<file path="config.mk">
export PLATFORM = sky130hd
export DESIGN_NAME = tone_synth
export DESIGN_NICKNAME = d
export VERILOG_FILES = /design/src/rtl/tone_synth.sv
export SDC_FILE = /design/constraint.sdc
export NUM_CORES = 1
export LEC_CHECK = 0
export CORE_MARGIN = 1.5
export CORE_UTILIZATION = 45
export CTS_CLUSTER_SIZE = 40
export DETAILED_ROUTE_END_ITERATION = 8
export REMOVE_ABC_BUFFERS = 1
export SYNTH_ARGS = -nofsm -noshare
export SYNTH_HDL_FRONTEND = slang
export SYNTH_SLANG_ARGS = --single-unit
</file>
<file path="constraint.sdc">
create_clock -name clk -period 9.6 [get_ports clk]
set_input_delay 1.44 -clock clk [delete_from_list [all_inputs] [get_ports clk]]
set_output_delay 1.44 -clock clk [all_outputs]
set_load 0.005 [all_outputs]
</file>
<file path="src/rtl/tone_synth.sv">
// tone_synth: frames 32-bit SPI words from sck/q, latches keys/octave, mixes 13 square voices into wave.
// Keys update 3 cycles after the 32nd sck edge pulse, wave lags voice levels by 1 cycle; no backpressure.
module tone_synth #(
    parameter int CLK_HZ  = 40_000_000,
    parameter int TIMEOUT = 4000,
    parameter int AMP     = 19
) (
    input  logic        clk,
    input  logic        reset_n,
    input  logic        sck,
    input  logic [31:0] q,
    output logic [7:0]  wave,
    output logic        frame_err
);
    localparam int         NV   = 13;
    localparam int         IW   = $clog2(TIMEOUT + 1);
    localparam logic [7:0] SYNC = 8'hA5;

    typedef enum logic [1:0] {IDLE, WAIT1, WAIT2, CHECK} state_t;

    // Equal-tempered pitches in mHz; the extra precision makes C4 round to its tuned value.
    function automatic logic [16:0] half_of(input int k);
        logic [63:0] f_mhz;
        case (k)
            0:       f_mhz = 64'd261626;
            1:       f_mhz = 64'd277183;
            2:       f_mhz = 64'd293665;
            3:       f_mhz = 64'd311127;
            4:       f_mhz = 64'd329628;
            5:       f_mhz = 64'd349228;
            6:       f_mhz = 64'd369994;
            7:       f_mhz = 64'd391995;
            8:       f_mhz = 64'd415305;
            9:       f_mhz = 64'd440000;
            10:      f_mhz = 64'd466164;
            11:      f_mhz = 64'd493883;
            default: f_mhz = 64'd523251;
        endcase
        return 17'((64'(CLK_HZ) * 64'd1000 + f_mhz) / (64'd2 * f_mhz));
    endfunction

    logic          sck_s1_q, sck_s1_d;
    logic          sck_s2_q, sck_s2_d;
    logic          sck_s3_q, sck_s3_d;
    logic [4:0]    bit_cnt_q, bit_cnt_d;
    logic [IW-1:0] idle_cnt_q, idle_cnt_d;
    state_t        state_q, state_d;
    logic [12:0]   keys_q, keys_d;
    logic [1:0]    oct_q, oct_d;
    logic          frame_err_q, frame_err_d;
    logic [7:0]    wave_q, wave_d;
    logic          sck_rise;
    logic          frame_done;
    logic [NV-1:0] lvl_vec;
    logic [3:0]    n_high;
    logic          q_unused;

    assign q_unused   = ^q[23:15];
    assign sck_rise   = sck_s2_q & ~sck_s3_q;
    assign frame_done = sck_rise && (bit_cnt_q == 5'd31);

    always_comb begin
        sck_s1_d   = sck;
        sck_s2_d   = sck_s1_q;
        sck_s3_d   = sck_s2_q;
        bit_cnt_d  = bit_cnt_q;
        idle_cnt_d = idle_cnt_q;
        if (sck_rise) begin
            bit_cnt_d  = bit_cnt_q + 5'd1;
            idle_cnt_d = '0;
        end else if (idle_cnt_q == IW'(TIMEOUT)) begin
            bit_cnt_d = '0;
        end else begin
            idle_cnt_d = idle_cnt_q + IW'(1);
        end
    end

    // The two wait states give q time to settle after the last sck edge before sampling.
    always_comb begin
        state_d     = state_q;
        keys_d      = keys_q;
        oct_d       = oct_q;
        frame_err_d = 1'b0;
        case (state_q)
            IDLE:  if (frame_done) state_d = WAIT1;
            WAIT1: state_d = WAIT2;
            WAIT2: state_d = CHECK;
            CHECK: begin
                state_d = IDLE;
                if (q[31:24] == SYNC) begin
                    keys_d = q[12:0];
                    oct_d  = q[14:13];
                end else begin
                    frame_err_d = 1'b1;
                end
            end
            default: state_d = IDLE;
        endcase
    end

    // Voices look at the next key/octave values so releases and octave wraps land in the CHECK cycle.
    for (genvar k = 0; k < NV; k++) begin : g_voice
        localparam logic [16:0] HALF = half_of(k);
        logic [16:0] cnt_q, cnt_d;
        logic [16:0] lim;
        logic        lvl_q, lvl_d;

        always_comb begin
            lim   = HALF >> oct_d;
            cnt_d = cnt_q;
            lvl_d = lvl_q;
            if (!keys_d[k]) begin
                cnt_d = '0;
                lvl_d = 1'b0;
            end else if (cnt_q >= lim - 17'd1) begin
                cnt_d = '0;
                lvl_d = ~lvl_q;
            end else begin
                cnt_d = cnt_q + 17'd1;
            end
        end

        always_ff @(posedge clk) begin
            if (!reset_n) begin
                cnt_q <= '0;
                lvl_q <= 1'b0;
            end else begin
                cnt_q <= cnt_d;
                lvl_q <= lvl_d;
            end
        end

        assign lvl_vec[k] = lvl_q;
    end

    always_comb begin
        n_high = '0;
        for (int i = 0; i < NV; i++) begin
            n_high = n_high + 4'(lvl_vec[i]);
        end
        wave_d = 8'(AMP * int'(n_high));
    end

    always_ff @(posedge clk) begin
        if (!reset_n) begin
            sck_s1_q    <= 1'b0;
            sck_s2_q    <= 1'b0;
            sck_s3_q    <= 1'b0;
            bit_cnt_q   <= '0;
            idle_cnt_q  <= '0;
            state_q     <= IDLE;
            keys_q      <= '0;
            oct_q       <= '0;
            frame_err_q <= 1'b0;
            wave_q      <= '0;
        end else begin
            sck_s1_q    <= sck_s1_d;
            sck_s2_q    <= sck_s2_d;
            sck_s3_q    <= sck_s3_d;
            bit_cnt_q   <= bit_cnt_d;
            idle_cnt_q  <= idle_cnt_d;
            state_q     <= state_d;
            keys_q      <= keys_d;
            oct_q       <= oct_d;
            frame_err_q <= frame_err_d;
            wave_q      <= wave_d;
        end
    end

    assign wave      = wave_q;
    assign frame_err = frame_err_q;

endmodule

</file>
* After elaboration in Yosys (flattened, before gate mapping)
Cells that the tools add are included.
** Storage, ports and cells
- Bits in registers :: 280
- Input port bits :: 35
- Output and inout bits :: 9
- Word-level logic and storage cells :: 179
** Cells by class
- $add $sub $neg :: 40
- $mul :: 1
- Order comparisons :: 13
- Eq/ne operators :: 7
- Shift operators :: 13
- Muxes and demuxes :: 9
- Bitwise logic cells :: 29
- Reduce and logical (&&, ||, !) cells :: 31
** Operator list (number)
- $add A17 B1 Y17 const B :: 13
- $ge A17 B17 Y1 :: 13
- $sub A17 B1 Y17 const B :: 13
- $shr A16 B2 Y17 const A :: 10
- $shr A17 B2 Y17 const A :: 3
- $reduce_or A3 Y1 :: 13
- $add A4 B1 Y4 :: 9
- $not A1 Y1 :: 28
- $reduce_and A2 Y1 :: 14
- $mux W13 :: 2
- $add A12 B1 Y12 const B :: 1
- $eq A12 B12 Y1 const B :: 1
- $mux W5 :: 2
- $eq A8 B8 Y1 const B :: 1
- $mul A5 B4 Y8 const A :: 1
- $pmux W2 S4 :: 1
- $mux W2 :: 3
- $add A5 B1 Y5 const B :: 1
- $eq A5 B5 Y1 const B :: 1
- $add A3 B1 Y4 :: 1
- $eq A2 B2 Y1 const B :: 2
- $add A2 B1 Y3 :: 1
- $add A1 B1 Y2 :: 1
- $eq A2 B1 Y1 const B :: 1
- 7 further kinds :: 7

* Longest topological paths before layout
- Depth in word-level cells :: 13
- Mapped depth :: 22
- Mapped depth without buffers :: 19

* Worst setup path after synthesis
Ideal clock, no wire load.
- Path kind :: input-to-reg
- Start :: in q[27]
- End :: reg g_voice[12].cnt_q[10]
- Setup time :: 128 ps
- Data arrival time :: 6079 ps
- Data required time :: 9472 ps
- Path slack :: 3394 ps
- Stages on the path :: 19
- Path buffers :: 3
- Cells stage by stage :: and4bb_2 -> nand3_2 -> buf_4 -> mux2_2 -> inv_1 -> ha_1 -> inv_1 -> ha_1 -> o21ai_0 -> a21o_1 -> or2_2 -> ha_1 -> nand3_1 -> or2_2 -> o211ai_1 -> or3_1 -> clkbuf_1 -> clkbuf_1 -> nor2_1
** Between the ends
- Longest elaborated chain between the ends :: 7
- Elaborated cells between the ends (all ways) :: 10
- Classes of those cells :: add/sub: 1; order compare: 1; eq/ne: 1; shift: 1; mux: 4; bitwise: 1; reduce/logical: 1
** RTL lines
- start, declared :: line 11 : input logic [31:0] q,
- $eq A8 B8 Y1 * :: line 90 : if (q[31:24] == SYNC) begin
- $mux W2 :: line 90
- $mux W2 :: line 84 : case (state_q)
- $shr A16 B2 Y17 :: line 109 : lim = HALF >> oct_d;
- $sub A17 B1 Y17 :: line 115 : end else if (cnt_q >= lim - 17'd1) begin
- $ge A17 B17 Y1 :: line 115
- $reduce_or A3 Y1 (no source line) *
- end signal, assigned :: line 128 : cnt_q <= cnt_d;
- end, declared :: line 104 : logic [16:0] cnt_q, cnt_d;
Mark *: on every way between the ends. The rest lies on a longest branch, timed or not.
A chain may end at the register's enable or synchronous reset.

* Worst setup path in the final report
- Start :: in q[29]
- End :: reg g_voice[12].cnt_q[7]
The elaborated chain is that of the path after synthesis.

==> flow_metrics.py <==
metrics = {
    "outcome": {
        "status": "complete, no violations",
    },
    "die": {
        "core_area_sq_um": 36600,
        "top_level_ports": 44,
        "start_util_pct": 45.7,
        "die_h_microns": 196,
        "fp-row-count": 70,
        "die_x_microns": 196,
        "die-area_sq_um": 38300,
    },
    "sta": {
        "max_clock_freq_ghz": 0.151,
        "layout_setup_ws_ns": 2.96,
        "fin_crit_sh_pct": 69.2,
        "rsz0062_at_grt": "no",
        "hold_viol": 0,
        "finalSetupViolations": 0,
        "fin_skew_ns": 0.0211,
        "holdWs_ns": 0.439,
        "timing.slew.headroom_pct": 28.3,
        "min_period_ns": 6.64,
        "finalSetupTns_ns": 0,
        "worst-slew-pin-transition_ns": 1.07,
        "maxSlewViolCount": 0,
    },
    "global_route": {
        "overflow": 0,
        "grt_use_total_pct": 20.3,
        "grt_max_degree": 23,
        "antenna_found_initial": 0,
        "grt_pass1_wl_mm": 63.4,
        "grt_pass1_vias": 12800,
    },
    "cts": {
        "insertion_delay_ns": 0.52,
        "cts_buffers": 34,
        "root_buffer": "clkbuf_16",
        "post_cts_buffers": 0,
        "cts_resized": 0,
        "cts.clk_slew.worst_paths_ns": 0.06,
        "clk_path_buf_depth": 3,
        "cts_tree": "done",
        "cts_sinks": 280,
        "h-tree-depth": 2,
        "holdBufCountCts": 0,
    },
    "worst_setup_path": {
        "critPathKind": "in -> reg",
        "cp.required_ns": 9.98,
        "arrival_ns": 7.02,
        "reg2reg_to": "g_voice[12].cnt_q[7]",
        "path_cells": "clkdlybuf4s50_1 > and4bb_2 > nand3_2 > mux2_2 > inv_1 > buf_4 > ha_1 > inv_1 > ha_1 > o21ai_0 > a21o_1 > or2_2 > ha_1 > nand3_1 > or2_2 > o211ai_1 > or3_1 > nor2_1",
        "slowest_delay_ns": 0.71,
        "reg2reg_slack_ns": 4.02,
        "slowest_stage": "mux2_2",
        "cp_max_fo": 20,
        "critPathMostFrequentCell": "ha_1",
        "reg2reg_depth": 17,
        "worstSetupStartpointType": "input port",
        "rr_startpoint": "state_q[1]",
        "end_kind": "flop",
    },
    "finish": {
        "drive_above_1_share_pct": 4.51,
        "multiInputGateArea_sq_um": 10800,
        "seq_area_sq_um": 5610,
        "fillerInstances": 3498,
        "final_common_cell": "nor2_1",
        "diodes": 0,
        "nNetsFinal": 2249,
        "final_cell_mix": "nor2_1 (326), dfxtp_1 (280), ha_1 (254), xor2_1 (144), nand3_1 (125)",
        "area_delta_synth_final_pct": 12.1,
        "stdcell_count": 2443,
    },
    "hold_path": {
        "hp-class": "reg -> reg",
        "holdPathStages": 1,
        "whs_endpoint": "sck_s2_q",
        "min_from": "sck_s1_q",
    },
    "placement": {
        "post-place-ws_ns": 2.34,
        "hpwl_mm": 26.8,
        "io_buffers": 34,
        "place_congestion": 0.820,
        "dp.cells": 2384,
    },
    "synthesis": {
        "async_flop_share_pct": 0,
        "synth.avg_cell_area_sq_um": 8.83,
        "synth.distinct_cells": 68,
        "syn_inst": 1895,
        "synth-edff-count": 0,
        "ys.flop_type": "dfxtp_1",
        "synth_seq_cells": 280,
        "seq_area_frac_synth_pct": 33.5,
        "ys_warn_count": 0,
        "syn_area_sq_um": 16700,
    },
    "power_and_ir_drop": {
        "ir_worst_vdd_v": 0.0000953,
        "switchingPower_uw": 518,
        "clock_power_share_pct": 51.8,
        "leakage_nw": 7.83,
        "combPwrFrac_pct": 1.4,
        "power_density_nw_per_um2": 133,
        "cellInternalPower_mw": 1.98,
        "p_seq_share_pct": 46.8,
        "finalPower_mw": 2.50,
        "p_sw_share_pct": 20.7,
    },
    "detailed_routing": {
        "viasPerCell": 5.36,
        "ant_nets": 0,
        "wl_per_cell_microns": 15.6,
        "drcViolationCount": 0,
        "first_iter_violations": 576,
        "wl_mm": 38.1,
        "vias": 13100,
        "first_pass_iters": 7,
    },
    "flow_run": {
        "maxCapViolCount": 0,
    },
}
==> synthesized netlist by cell type (all sizes together), types with 5 or more instances <==
library cell,number,share of area [%]
and3,51,1.9
a211oi,8,0.39
and4,11,0.58
mux2i,22,1.3
or2,8,0.30
a31oi,9,0.34
and2,15,0.56
nor3,30,0.90
nand2,123,2.8
xnor2,86,4.5
nand3,129,4.0
clkbuf,14,0.31
nor4,6,0.22
o211ai,9,0.40
fa,8,0.96
a221oi,7,0.40
inv,61,1.4
o21a,8,0.36
dfxtp,280,34
xor2,144,7.5
a21oi,61,1.8
nor2b,14,0.52
o21ai,32,0.96
nand2b,14,0.52
o31ai,5,0.22
nor2,326,7.3
a21o,28,1.3
ha,254,19
nand4,58,2.2
a211o,5,0.26
or3,5,0.19
buf,19,0.67
==> critical path: cells and delay by family <==
family | cells | cell delay (ns)
buf+inv | 4 | 1.53
simple gates | 7 | 1.64
compound gates | 3 | 0.74
mux | 1 | 0.71
fa+ha+maj | 3 | 0.93
==> layout make-up <==
type                    count  area share [%]
inverters                  61            1.22
multi-input cells        1528            57.4
clock inverters             8           0.481
repair buffers             47            2.34
flip-flops and latches    280            29.9
well taps                 468            3.12
clock buffers              51            5.54
==> sequential cells by signal, indices dropped and copies added, names as in the netlist <==
signal	cells
g_voice.cnt_q	221
g_voice.lvl_q	13
keys_q	13
idle_cnt_q	12
wave	8
bit_cnt_q	5
oct_q	2
state_q	2
frame_err	1
sck_s1_q	1
sck_s2_q	1
sck_s3_q	1
==> per-layer routing <==
layer	vias up	part of all wire (%)	global-route usage, %
met5	-	0	0
met4	0	2.2	5.98
met3	55	3.9	3.04
met2	190	46	34.5
met1	6129	48	26.7
li1	6719	-	-
==> logic make-up after synthesis <==
group           share of synthesized area, %
simple gates                            22.6
flops                                   33.5
fa+ha+maj                               20.0
xor+xnor                                12.0
compound gates                          7.93
buf+inv                                 2.35
mux                                     1.52
other cells                           0.0449
==> power groups by stage <==
stage | sequential [mW] | combinational [mW] | clock, mW
2_1_floorplan | 1.19 | 0.0175 | 0
3_3_place_gp | 1.19 | 0.0340 | 0
3_5_place_dp | 1.19 | 0.0359 | 0
4_1_cts | 1.17 | 0.0361 | 1.33
5_1_grt | 1.17 | 0.0408 | 1.38
6_report | 1.17 | 0.0358 | 1.30
==> through the flow <==
stage	instance area [sq um]	utilization, %
2_1_floorplan	16600	-
3_3_place_gp	17600	48.1
3_5_place_dp	17600	48.1
4_1_cts	18700	51.2
5_1_grt	18700	51.2
6_report	18700	51.2
==> how the worst max path moves through the flow <==
stage / start / end / depth (start not counted)
2_1_floorplan: q[27] / g_voice[3].cnt_q[10] / 15
6_report: q[29] / g_voice[12].cnt_q[7] / 18
3_3_place_gp: q[29] / g_voice[12].cnt_q[2] / 18
4_1_cts: q[29] / g_voice[12].cnt_q[7] / 18
5_1_grt: q[27] / g_voice[12].cnt_q[8] / 18
3_5_place_dp: q[29] / g_voice[12].cnt_q[7] / 18
(Power assumes the default switching activity.)
